[src/rtl/tp_pkg.sv]
// tp_pkg -- shared definitions for the hiscore / CPU work-RAM arbiter.
//   TP_RAM_BASE   : hiscore address that maps onto work-RAM byte 0
//   TP_STARVE_LIM : default number of pending cycles before the CPU is stalled
//   TP_STARVE_W   : width of the starve counter
//   arb_state_t   : arbiter FSM states
package tp_pkg;

    localparam logic [15:0] TP_RAM_BASE   = 16'hA800;
    localparam int          TP_STARVE_LIM = 32;
    localparam int          TP_STARVE_W   = 6;

    typedef enum logic [2:0] {
        ST_IDLE,
        ST_STALL,
        ST_GRANT,
        ST_READ,
        ST_ACK,
        ST_RELEASE
    } arb_state_t;

endpackage

[src/rtl/tp_hs_addr_chk.sv]
// tp_hs_addr_chk -- combinational decode of a hiscore address into the
// work-RAM window.
//   hs_address : 16-bit hiscore address
//   in_range   : 1 when RAM_BASE <= hs_address < RAM_BASE + 2^RAM_AW
//   ram_offset : hs_address - RAM_BASE, truncated to the RAM address width
module tp_hs_addr_chk
    import tp_pkg::*;
#(
    parameter logic [15:0] RAM_BASE = TP_RAM_BASE,
    parameter int          RAM_AW   = 11
) (
    input  logic [15:0]       hs_address,
    output logic              in_range,
    output logic [RAM_AW-1:0] ram_offset
);

    // One extra bit so a window ending at 0x10000 cannot wrap to zero.
    localparam logic [16:0] WIN_LO = {1'b0, RAM_BASE};
    localparam logic [16:0] WIN_HI = WIN_LO + (17'd1 << RAM_AW);

    always_comb begin
        in_range   = ({1'b0, hs_address} >= WIN_LO) && ({1'b0, hs_address} < WIN_HI);
        ram_offset = RAM_AW'(hs_address - RAM_BASE);
    end

endmodule

[src/rtl/tp_hiscore_arb.sv]
// tp_hiscore_arb -- arbitrates a single-port work RAM between the game CPU
// and the hiscore save/restore engine.
//   clk_49m, reset          : clock and synchronous active-high reset
//   pause                   : game paused, hiscore may take the RAM at will
//   cpu_cs/addr/din/we      : CPU side of the work RAM
//   cpu_wait                : Z80 WAIT, high while hiscore owns the RAM
//   hs_req/address/data_in/write : hiscore request, held until hs_ack
//   hs_data_out, hs_ack     : read data and one-cycle completion pulse
//   ram_addr/din/we, ram_dout : shared RAM port (1-cycle registered read)
module tp_hiscore_arb
    import tp_pkg::*;
#(
    parameter logic [15:0] RAM_BASE   = TP_RAM_BASE,
    parameter int          RAM_AW     = 11,
    parameter int          STARVE_LIM = TP_STARVE_LIM
) (
    input  logic              clk_49m,
    input  logic              reset,
    input  logic              pause,
    input  logic              cpu_cs,
    input  logic [RAM_AW-1:0] cpu_addr,
    input  logic [7:0]        cpu_din,
    input  logic              cpu_we,
    output logic              cpu_wait,
    input  logic              hs_req,
    input  logic [15:0]       hs_address,
    input  logic [7:0]        hs_data_in,
    input  logic              hs_write,
    output logic [7:0]        hs_data_out,
    output logic              hs_ack,
    output logic [RAM_AW-1:0] ram_addr,
    output logic [7:0]        ram_din,
    output logic              ram_we,
    input  logic [7:0]        ram_dout
);

    arb_state_t              state, state_nxt;
    logic [TP_STARVE_W-1:0]  starve_cnt;
    logic [RAM_AW-1:0]       hs_offset;
    logic [RAM_AW-1:0]       held_addr;
    logic                    held_write;
    logic                    in_range;
    logic                    grant_ok;
    logic                    starve_hit;
    logic                    oor_req;

    tp_hs_addr_chk #(
        .RAM_BASE (RAM_BASE),
        .RAM_AW   (RAM_AW)
    ) u_addr_chk (
        .hs_address (hs_address),
        .in_range   (in_range),
        .ram_offset (hs_offset)
    );

    assign grant_ok   = hs_req && in_range && (!cpu_cs || pause);
    assign oor_req    = hs_req && !in_range;
    assign starve_hit = (starve_cnt == TP_STARVE_W'(STARVE_LIM - 1));

    // State register.
    // NOTE: clocked state uses non-blocking assignments so every register
    // samples pre-edge values regardless of block ordering.
    always_ff @(posedge clk_49m) begin
        if (reset) state <= ST_IDLE;
        else       state <= state_nxt;
    end

    // Next-state logic.
    // NOTE: every combinational output gets a default before the case so no
    // path leaves it unassigned (which would infer a latch).
    always_comb begin
        state_nxt = state;
        unique case (state)
            ST_IDLE: begin
                if (oor_req)                              state_nxt = ST_ACK;
                else if (grant_ok)                        state_nxt = ST_GRANT;
                else if (hs_req && in_range && starve_hit) state_nxt = ST_STALL;
            end
            ST_STALL:   state_nxt = ST_GRANT;
            ST_GRANT:   state_nxt = ST_READ;
            ST_READ:    state_nxt = ST_ACK;
            ST_ACK:     state_nxt = ST_RELEASE;
            // A request still held after its ack is not serviced again.
            ST_RELEASE: if (!hs_req) state_nxt = ST_IDLE;
            default:    state_nxt = ST_IDLE;
        endcase
    end

    // Output logic: the CPU owns the RAM port except in GRANT and READ.
    always_comb begin
        ram_addr = cpu_addr;
        ram_din  = cpu_din;
        ram_we   = cpu_we & cpu_cs;
        cpu_wait = 1'b0;
        hs_ack   = 1'b0;
        unique case (state)
            ST_STALL: cpu_wait = 1'b1;
            ST_GRANT: begin
                ram_addr = hs_offset;
                ram_din  = hs_data_in;
                ram_we   = hs_write;
                cpu_wait = 1'b1;
            end
            ST_READ: begin
                // Address held so the registered read data stays coherent
                // even if the requester drops hs_req after GRANT.
                ram_addr = held_addr;
                ram_din  = hs_data_in;
                ram_we   = 1'b0;
                cpu_wait = 1'b1;
            end
            ST_ACK:  hs_ack = 1'b1;
            default: ;
        endcase
        // No write may slip through in the reset cycle, even mid-GRANT.
        if (reset) ram_we = 1'b0;
    end

    // Datapath registers: starve counter, captured access, read data.
    always_ff @(posedge clk_49m) begin
        if (reset) begin
            starve_cnt  <= '0;
            held_addr   <= '0;
            held_write  <= 1'b0;
            hs_data_out <= 8'h00;
        end else begin
            if (state == ST_IDLE && hs_req && cpu_cs && !pause) begin
                if (starve_cnt != '1) starve_cnt <= starve_cnt + 1'b1;
            end else begin
                starve_cnt <= '0;
            end

            if (state == ST_GRANT) begin
                held_addr  <= hs_offset;
                held_write <= hs_write;
            end

            if (state == ST_IDLE && oor_req)        hs_data_out <= 8'hFF;
            else if (state == ST_READ && !held_write) hs_data_out <= ram_dout;
        end
    end

endmodule

[config.mk]
export PLATFORM = sky130hd
export DESIGN_NAME = tp_hiscore_arb
export DESIGN_NICKNAME = d
export VERILOG_FILES = /design/src/rtl/tp_pkg.sv /design/src/rtl/tp_hs_addr_chk.sv /design/src/rtl/tp_hiscore_arb.sv
export SDC_FILE = /design/constraint.sdc
export NUM_CORES = 1
export LEC_CHECK = 0
export BUFFER_PORTS_ARGS = -buffer_cell sky130_fd_sc_hd__buf_2
export CORE_MARGIN = 10
export CORE_UTILIZATION = 47
export CTS_BUF_LIST = sky130_fd_sc_hd__clkbuf_4 sky130_fd_sc_hd__clkbuf_8 sky130_fd_sc_hd__clkbuf_16
export DETAILED_ROUTE_END_ITERATION = 8
export PLACE_DENSITY = 0.95
export REMOVE_ABC_BUFFERS = 1
export SLEW_MARGIN = 15
export SYNTH_ARGS = -nofsm -noshare
export SYNTH_HDL_FRONTEND = slang
export SYNTH_SLANG_ARGS = --single-unit
[constraint.sdc]
create_clock -name clk_49m -period 2.55 [get_ports clk_49m]
set_input_delay 0.1275 -clock clk_49m [delete_from_list [all_inputs] [get_ports clk_49m]]
set_output_delay 0.1275 -clock clk_49m [all_outputs]
set_load 0.02 [all_outputs]
Word-level counts from Yosys, hierarchy flattened
Index checks and enable logic that the tools add are counted.

Bits of input ports: 58. Register bits: 29. Word-level logic and storage cells: 54. Output and inout port bits: 30.

Eq/ne operators: 9. Reductions and logical operators: 21. Muxes and demuxes: 13. $add $sub $neg: 2. Bitwise gates (word level): 2. Order comparisons: 2.

Operators by type and width (number): two-way mux 8 bit (3); case mux 11 bit (2 select lines) (1); case mux 3 bit (6 select lines) (1); greater-or-equal comparator 16 bit, second input constant (1); < comparator 16 bit, second input constant (1); two-way mux 3 bit (4); subtractor 11 x 1 -> 11 bit, second input constant (1); logical AND 1 bit (10); adder 6 x 1 -> 6 bit, second input constant (1); equality test 3 x 2 -> 1 bit, second input constant (2); equality test 3 bit, second input constant (2); equality test 6 x 5 -> 1 bit, second input constant (1); != test 6 bit, second input constant (1); zero test 1 bit (4); != test 4 bit, second input constant (1); OR reduction 2 bit (2); equality test 3 x 1 -> 1 bit, second input constant (1); zero test 3 bit (1); two-way mux 1 bit (3); OR reduction 3 bit (1); != test 2 bit, second input constant (1); case mux 1 bit (2 select lines) (1); AND reduction 2 bit (1); nonzero test 2 bit (1); other kinds (3) (3).

Depth between registers and ports, before layout
Gate-level depths: netlist (run 1).

Word-level depth: 8. Mapped depth: 5. Gate-level depth less buffers: 4.

Hierarchy
Synthesis (run 1) repeated with hierarchy kept, for this count alone.

Cells, all modules: 195. Area total of the unflattened synthesis: 1600.3 um^2.

By module, submodules not included: tp_hiscore_arb (area an instance 1505.2 um^2, cells an instance 182, instances 1, sequential area each 580.6 um^2); tp_hs_addr_chk (area an instance 95.1 um^2, cells an instance 13, instances 1, sequential area each 0.0 um^2).

Worst setup path before layout (run 1)
No wires, ideal clock.

Path type: register to output. Start point: register state[0]. End point: output port ram_addr[0]. Setup slack: 1022 ps. Arrival: 1401 ps. Stages on the path, launching flop included: 5. Path buffers: 2. Data required time: 2423 ps. Cells stage by stage: dfxtp_1 > buf_2 > buf_2 > mux2i_1 > o21ai_0.

Cells in the longest elaborated chain, start to end: 2. Elaborated cells on any way between the ends: 3. Those cells by class: eq/ne: 2; mux: 1.

RTL lines: start: declaration (RTL line tp_hiscore_arb.sv:37) `arb_state_t state, state_nxt;`; start signal: assignment (RTL line tp_hiscore_arb.sv:65) `else state <= state_nxt;`; equality test 3 x 2 -> 1 bit (RTL line tp_hiscore_arb.sv:96) `unique case (state)`; case mux 11 bit (2 select lines) (*) (RTL line tp_hiscore_arb.sv:96); end: declaration (RTL line tp_hiscore_arb.sv:31) `output logic [RAM_AW-1:0] ram_addr,`.

Every way passes the cells marked *; elsewhere a longest branch is shown, timed or not.

Worst setup path in the final report (run 1)
Start point: register state[2]. End point: output port ram_addr[1].

Same word-level chain as after synthesis.

==> results.ini, run 1 <==
[pwr]
p_per_area_nw_per_um2 = 567
ir_drop_mv = 0.535
cellLeakagePower_nw = 0.960

[worst_setup_path]
critical-path-slowest-cell = dfxtp_1
path_cells = nand2b_1 -> buf_4 -> nand2_1 -> o21ai_0 -> buf_2
cp-start-kind = flip-flop
crit_type = reg -> out
r2r_setup_slack_ps = 830
max_stage_delay_ps = 620
critical-path-top-delay-family = flip-flops
critPathBufInv = 2
reg2reg_depth = 3
worstPathArrival_ps = 1930
required_ps = 2420
worstPathMaxFanout = 14
end_kind = output port
r2r-end = state[2]
rr_startpoint = state[1]

[cts]
cts_inserted_buffers = 5
root_buffer = clkbuf_4
cts_tree = done
cts.path.max_buffers = 2
insertion_delay_ps = 330
h-tree-depth = 2
cts_resized = 0
cts.clk_slew.worst_paths_ps = 80
hold_buffers = 0
post-cts-setup-buffer-count = 0
cts_sinks = 29

[final_layout]
design_area_um2 = 2130
area_growth_pct = 34.0
diodes = 0
drive_gt1_share_pct = 35.8
final_nets = 354

[floorplanning]
io_pins = 88
die_area_um2 = 6100
die_h_um = 78.1
rows = 21
core_um2 = 3310
start_util_pct = 48.0
die_x_um = 78.1

[logic_synthesis]
synthFlopType = dfxtp_1
synth_fa_ha_area_share_pct = 0.788
syn_avg_cell_area_um2 = 7.60
synth_area_um2 = 1590
ys_top_cells_by_count = 63 x nand2_1, 29 x dfxtp_1, 22 x o21ai_0
synth_top_family_by_area = simple AND/OR/NAND/NOR gates
muxShareOfSynthArea_pct = 12.0
synthCells = 209
synth-simple-area-share_pct = 26.2
synth_area_leaders = dfxtp_1 37%, nand2_1 15%, mux2i_1 12%
ys_types = 37
synth.top_cell.area_share_pct = 36.6
synth_xor_area_share_pct = 1.10
synthArstFlopShare_pct = 0
synth_compound_area_share_pct = 19.1
synth-edff-count = 0
seq_area_frac_synth_pct = 36.6
yosys.area.top_type = dfxtp_1
yosysMostFrequentCell = nand2_1
ys_seq_elements = 29
synth_warnings = 0

[sta]
post-route-period-util_pct = 80.7
fin_hold_ws_ps = 36.3
clock_skew_ps = 9.18
worst_slew_pin_slew_ps = 586
hold_viol_final = 0
fin_crit_ps = 2060
relSlewSlack_pct = 60.9
report.final.setup_viol = 0
max_freq_ghz = 0.486
rsz0062_at_grt = false
maxSlewViolCount = 0
tns_ps = 0

[status]
status = completed

[drt]
dr_wl_met3_um = 464
finalWirelength_mm = 4.95
remaining_drc_errors = 0
dr.max_layer_used = met4
first_iter_violations = 95
drtAntennaViolNets = 0
wl_met2_mm = 2.57
met1_length_mm = 1.84
via_per_inst = 5.24
first_pass_iters = 4
num_vias = 1791
wl_per_cell_um = 14.5

[global_route]
track_usage_pct = 16.0
grt_max_degree = 26
grt_pass1_wl_mm = 8.18
grt-ovfl-total = 0
antenna_found_initial = 0
grt_pass1_vias = 1826

[place]
postPlaceCellArea_um2 = 2070
io_buffers = 87
dp_hpwl_mm = 3.83
gp_congestion = 0.871

[worst_hold_path]
min_from = hs_address[9]
hold_path_class = in -> reg
min_to = held_addr[9]
hold_path_depth = 3

[run]
maxCapViolations = 0

## worst max-delay path by stage
stage	from	end	depth (start not counted)
2_1_floorplan	state[0]	hs_data_out[0]	3
3_3_place_gp	state[2]	ram_addr[8]	5
3_5_place_dp	state[1]	state[2]	3
4_1_cts	state[2]	ram_addr[2]	5
5_1_grt	state[2]	ram_addr[8]	5
6_report	state[2]	ram_addr[1]	5
## where the power goes
group / switching (mW) / total (mW) / internal (mW)
Combinational: 0.224 / 0.382 / 0.158
Clock: 0.152 / 0.294 / 0.142
Sequential: 0.0388 / 0.530 / 0.491
Total: 0.415 / 1.21 / 0.790
## logic make-up (layout without fill, tap and decap cells)
family	after synthesis	count (layout)
and+or+nand+nor	91	91
AOI/OAI and AO/OA	51	51
DFF	29	29
muxes	19	19
buffers and inverters	16	103
xor gates and xnor gates	2	2
adders and majority gates	1	1
## sequential cells by signal (all words and copies together) (netlist names)
name	cells
state	3
hs_data_out	8
held_addr	11
held_write	1
starve_cnt	6
## cell usage in the layout, fill, tap and decap left out, drive strengths merged
cell type,instances
a21oi,17
nand3,4
a21boi,1
xnor2,1
nor4bb,1
nand2,63
or3b,2
nor3b,3
buf,92
mux2i,19
a211oi,1
o22ai,1
o41a,1
and3,1
clkbuf,8
nand2b,3
inv,3
and2,1
nand4,1
o31a,1
nor4,1
a2111oi,2
and4,1
ha,1
o21ba,1
o211ai,2
nor4b,1
nor2b,3
nor2,3
xor2,1
dfxtp,29
o21ai,22
a22oi,1
a221oi,1
nor3,3
## area by class of cell
| cell class | count | area, µm² |
|---|---|---|
| tap | 46 | 57.6 |
| timing repair buffer | 92 | 473 |
| clock buffer | 8 | 60.1 |
| inverter | 3 | 11.3 |
| multi-input combinational | 164 | 945 |
| sequential | 29 | 581 |
| fill | 285 | 1180 |
## routing by layer
layer,GRT usage [%],vias up
met5,0,-
met4,7.35,0
met3,7.18,7
met2,28.5,79
met1,15.4,808
li1,-,897
## worst register-to-register path, stage by stage (launching register included)
cell,delay [ps]
dfxtp_1,570
nor2b_1,550
a22oi_1,180
a221oi_1,310
## through the flow
step / utilization (%) / setup WS (ps) / std cells / power [mW]
4_1_cts: 64.2 / 504 / 342 / 1.21
3_3_place_gp: 62.4 / 946 / 334 / 0.908
5_1_grt: 64.2 / 290 / 342 / 1.28
2_1_floorplan: - / 13.4 / 196 / 0.759
6_report: 64.2 / 492 / 342 / 1.21
3_5_place_dp: 62.4 / 848 / 334 / 0.923
Note: power is estimated with default switching activity, not from simulation.
==> run 2, diff against run 1 <==
--- a/config.mk
+++ b/config.mk
@@ -7,10 +7,10 @@
 export LEC_CHECK = 0
 export BUFFER_PORTS_ARGS = -buffer_cell sky130_fd_sc_hd__buf_2
 export CORE_MARGIN = 10
-export CORE_UTILIZATION = 47
+export CORE_UTILIZATION = 40
 export CTS_BUF_LIST = sky130_fd_sc_hd__clkbuf_4 sky130_fd_sc_hd__clkbuf_8 sky130_fd_sc_hd__clkbuf_16
 export DETAILED_ROUTE_END_ITERATION = 8
-export PLACE_DENSITY = 0.95
+export PLACE_DENSITY = 0.87
 export REMOVE_ABC_BUFFERS = 1
 export SLEW_MARGIN = 15
 export SYNTH_ARGS = -nofsm -noshare
==> constraint.sdc (replaced) <==
create_clock -name clk_49m -period 1.8 [get_ports clk_49m]
set_input_delay 0.09 -clock clk_49m [delete_from_list [all_inputs] [get_ports clk_49m]]
set_output_delay 0.09 -clock clk_49m [all_outputs]
set_load 0.02 [all_outputs]
==> results.ini, run 2 (synthesized netlist as in run 1, its figures left out) <==
[worst_setup_path]
end_kind = output port
worstPathArrival_ps = 1510
required_ps = 1710
worstPathMaxFanout = 14
crit_type = reg -> out
cp-start-kind = flip-flop

[final_layout]
largest_reg_flops = 11
final_nets = 356
drive_gt1_share_pct = 36.5
design_area_um2 = 2160
final_common_cell = buf_2
regMostFlops = held_addr
seq_area_um2 = 583
most-common-layout-cells = 87 x buf_2, 63 x nand2_1, 27 x dfxtp_1
multi_input_area_um2 = 945
largestRegisters = held_addr (11), hs_data_out (8), starve_cnt (6)
num-fill-cells = 368
area_growth_pct = 36.1
diodes = 0
postLayoutCoreUtil_pct = 57.7

[sta]
fin_hold_ws_ps = 50.6
clock_skew_ps = 7.93
tns_ps = 0
hold_viol_final = 0
report.final.setup_viol = 0
post-route-period-util_pct = 88.8
worst_slew_pin_slew_ps = 570
fin_crit_ps = 1600
relSlewSlack_pct = 61.8
max_freq_ghz = 0.625
rsz0062_at_grt = false
fin_ws_ps = 201
maxSlewViolCount = 0

[place]
gp_congestion = 0.834
postPlaceCellArea_um2 = 2080
io_buffers = 87
dp_hpwl_mm = 3.68
dp_slack_ps = 268

[floorplanning]
io_pins = 88
die_h_um = 83.0
rows = 22
die_x_um = 83.0
die_area_um2 = 6890
core_um2 = 3740
start_util_pct = 42.4

[drt]
first_pass_iters = 4
finalWirelength_mm = 4.65
via_per_inst = 5.06
remaining_drc_errors = 0
first_iter_violations = 55
drtAntennaViolNets = 0
num_vias = 1741
wl_per_cell_um = 13.5

[pwr]
p_per_area_nw_per_um2 = 826
clockPowerShare_pct = 27.5
switching_share_pct = 33.8
cellLeakagePower_nw = 0.974
power_frac_comb_pct = 30.8
switching_power_mw = 0.603
p_int_mw = 1.18
sequentialPowerShare_pct = 41.7
ir_drop_mv = 0.594

[global_route]
track_usage_pct = 12.7
grt_pass1_vias = 1770
antenna_found_initial = 0
grt-ovfl-total = 0
grt_max_degree = 26
grt_pass1_wl_mm = 7.61

[cts]
h-tree-depth = 2
cts_tree = done
cts_sinks = 29
insertion_delay_ps = 290
cts.path.max_buffers = 2
cts_inserted_buffers = 5
root_buffer = clkbuf_8
hold_buffers = 0
cts.clk_slew.worst_paths_ps = 60

[run]
maxCapViolations = 0

[status]
status = completed

[worst_hold_path]
hold_path_class = in -> reg

## run 2: cell types whose count changed in the layout (fill, tap and decap cells not counted)
cell and delta:
clkinv_2 +1, dfxtp_2 +2, buf_4 +2, dfxtp_1 -2
clkbuf_8 +5, clkbuf_4 -8
## run 2: worst paths after layout
path	startpoint	endpoint	slack, ps	cells after the start
hold reg to reg	held_addr[10]	held_addr[10]	460	2
setup reg to reg	starve_cnt[0]	state[0]	270	4
hold / removal	hs_address[6]	held_addr[6]	50	3
setup / recovery	state[2]	ram_we	200	5
## run 2: worst max-delay path: stages, from the launching register on
cell and delay, ps:
dfxtp_2 460, nand2b_1 170, buf_4 190, nand3_1 90
a21oi_1 130, buf_2 180
## run 2: area by class of cell
type,instances,area share (%)
Timing Repair Buffer,94,22.6
Sequential cell,29,27.0
Inverter,3,0.521
Clock buffer,5,3.18
Tap cell,48,2.78
Multi-Input combinational cell,164,43.7
Clock inverter,1,0.232
## run 2: power by group through the flow
| stage | logic [mW] | registers [mW] | clock network (mW) |
|---|---|---|---|
| after floorplan | 0.275 | 0.801 | 0 |
| after global placement | 0.546 | 0.754 | 0 |
| after detailed placement | 0.555 | 0.754 | 0 |
| after CTS | 0.557 | 0.742 | 0.494 |
| after global routing | 0.608 | 0.752 | 0.518 |
| final | 0.550 | 0.744 | 0.491 |
## run 2: per-stage QoR
step	power (mW)	cells
after CTS	1.79	344
final	1.78	344
after detailed placement	1.31	338
after global routing	1.88	344
after floorplan	1.08	196
after global placement	1.30	338
## run 2: routing by layer
metal	vias up	routed length (µm)	track usage, %
met4	0	70	5.23
met5	-	0	0
met1	760	2000	14.2
met3	6	503	6.64
li1	897	-	-
met2	78	2080	19.7
## run 2: repair_timing
item / CTS / global route
setup buffers: 0 / 0
resized for setup: 0 / 2
setup endpoints to repair: 0 / 12
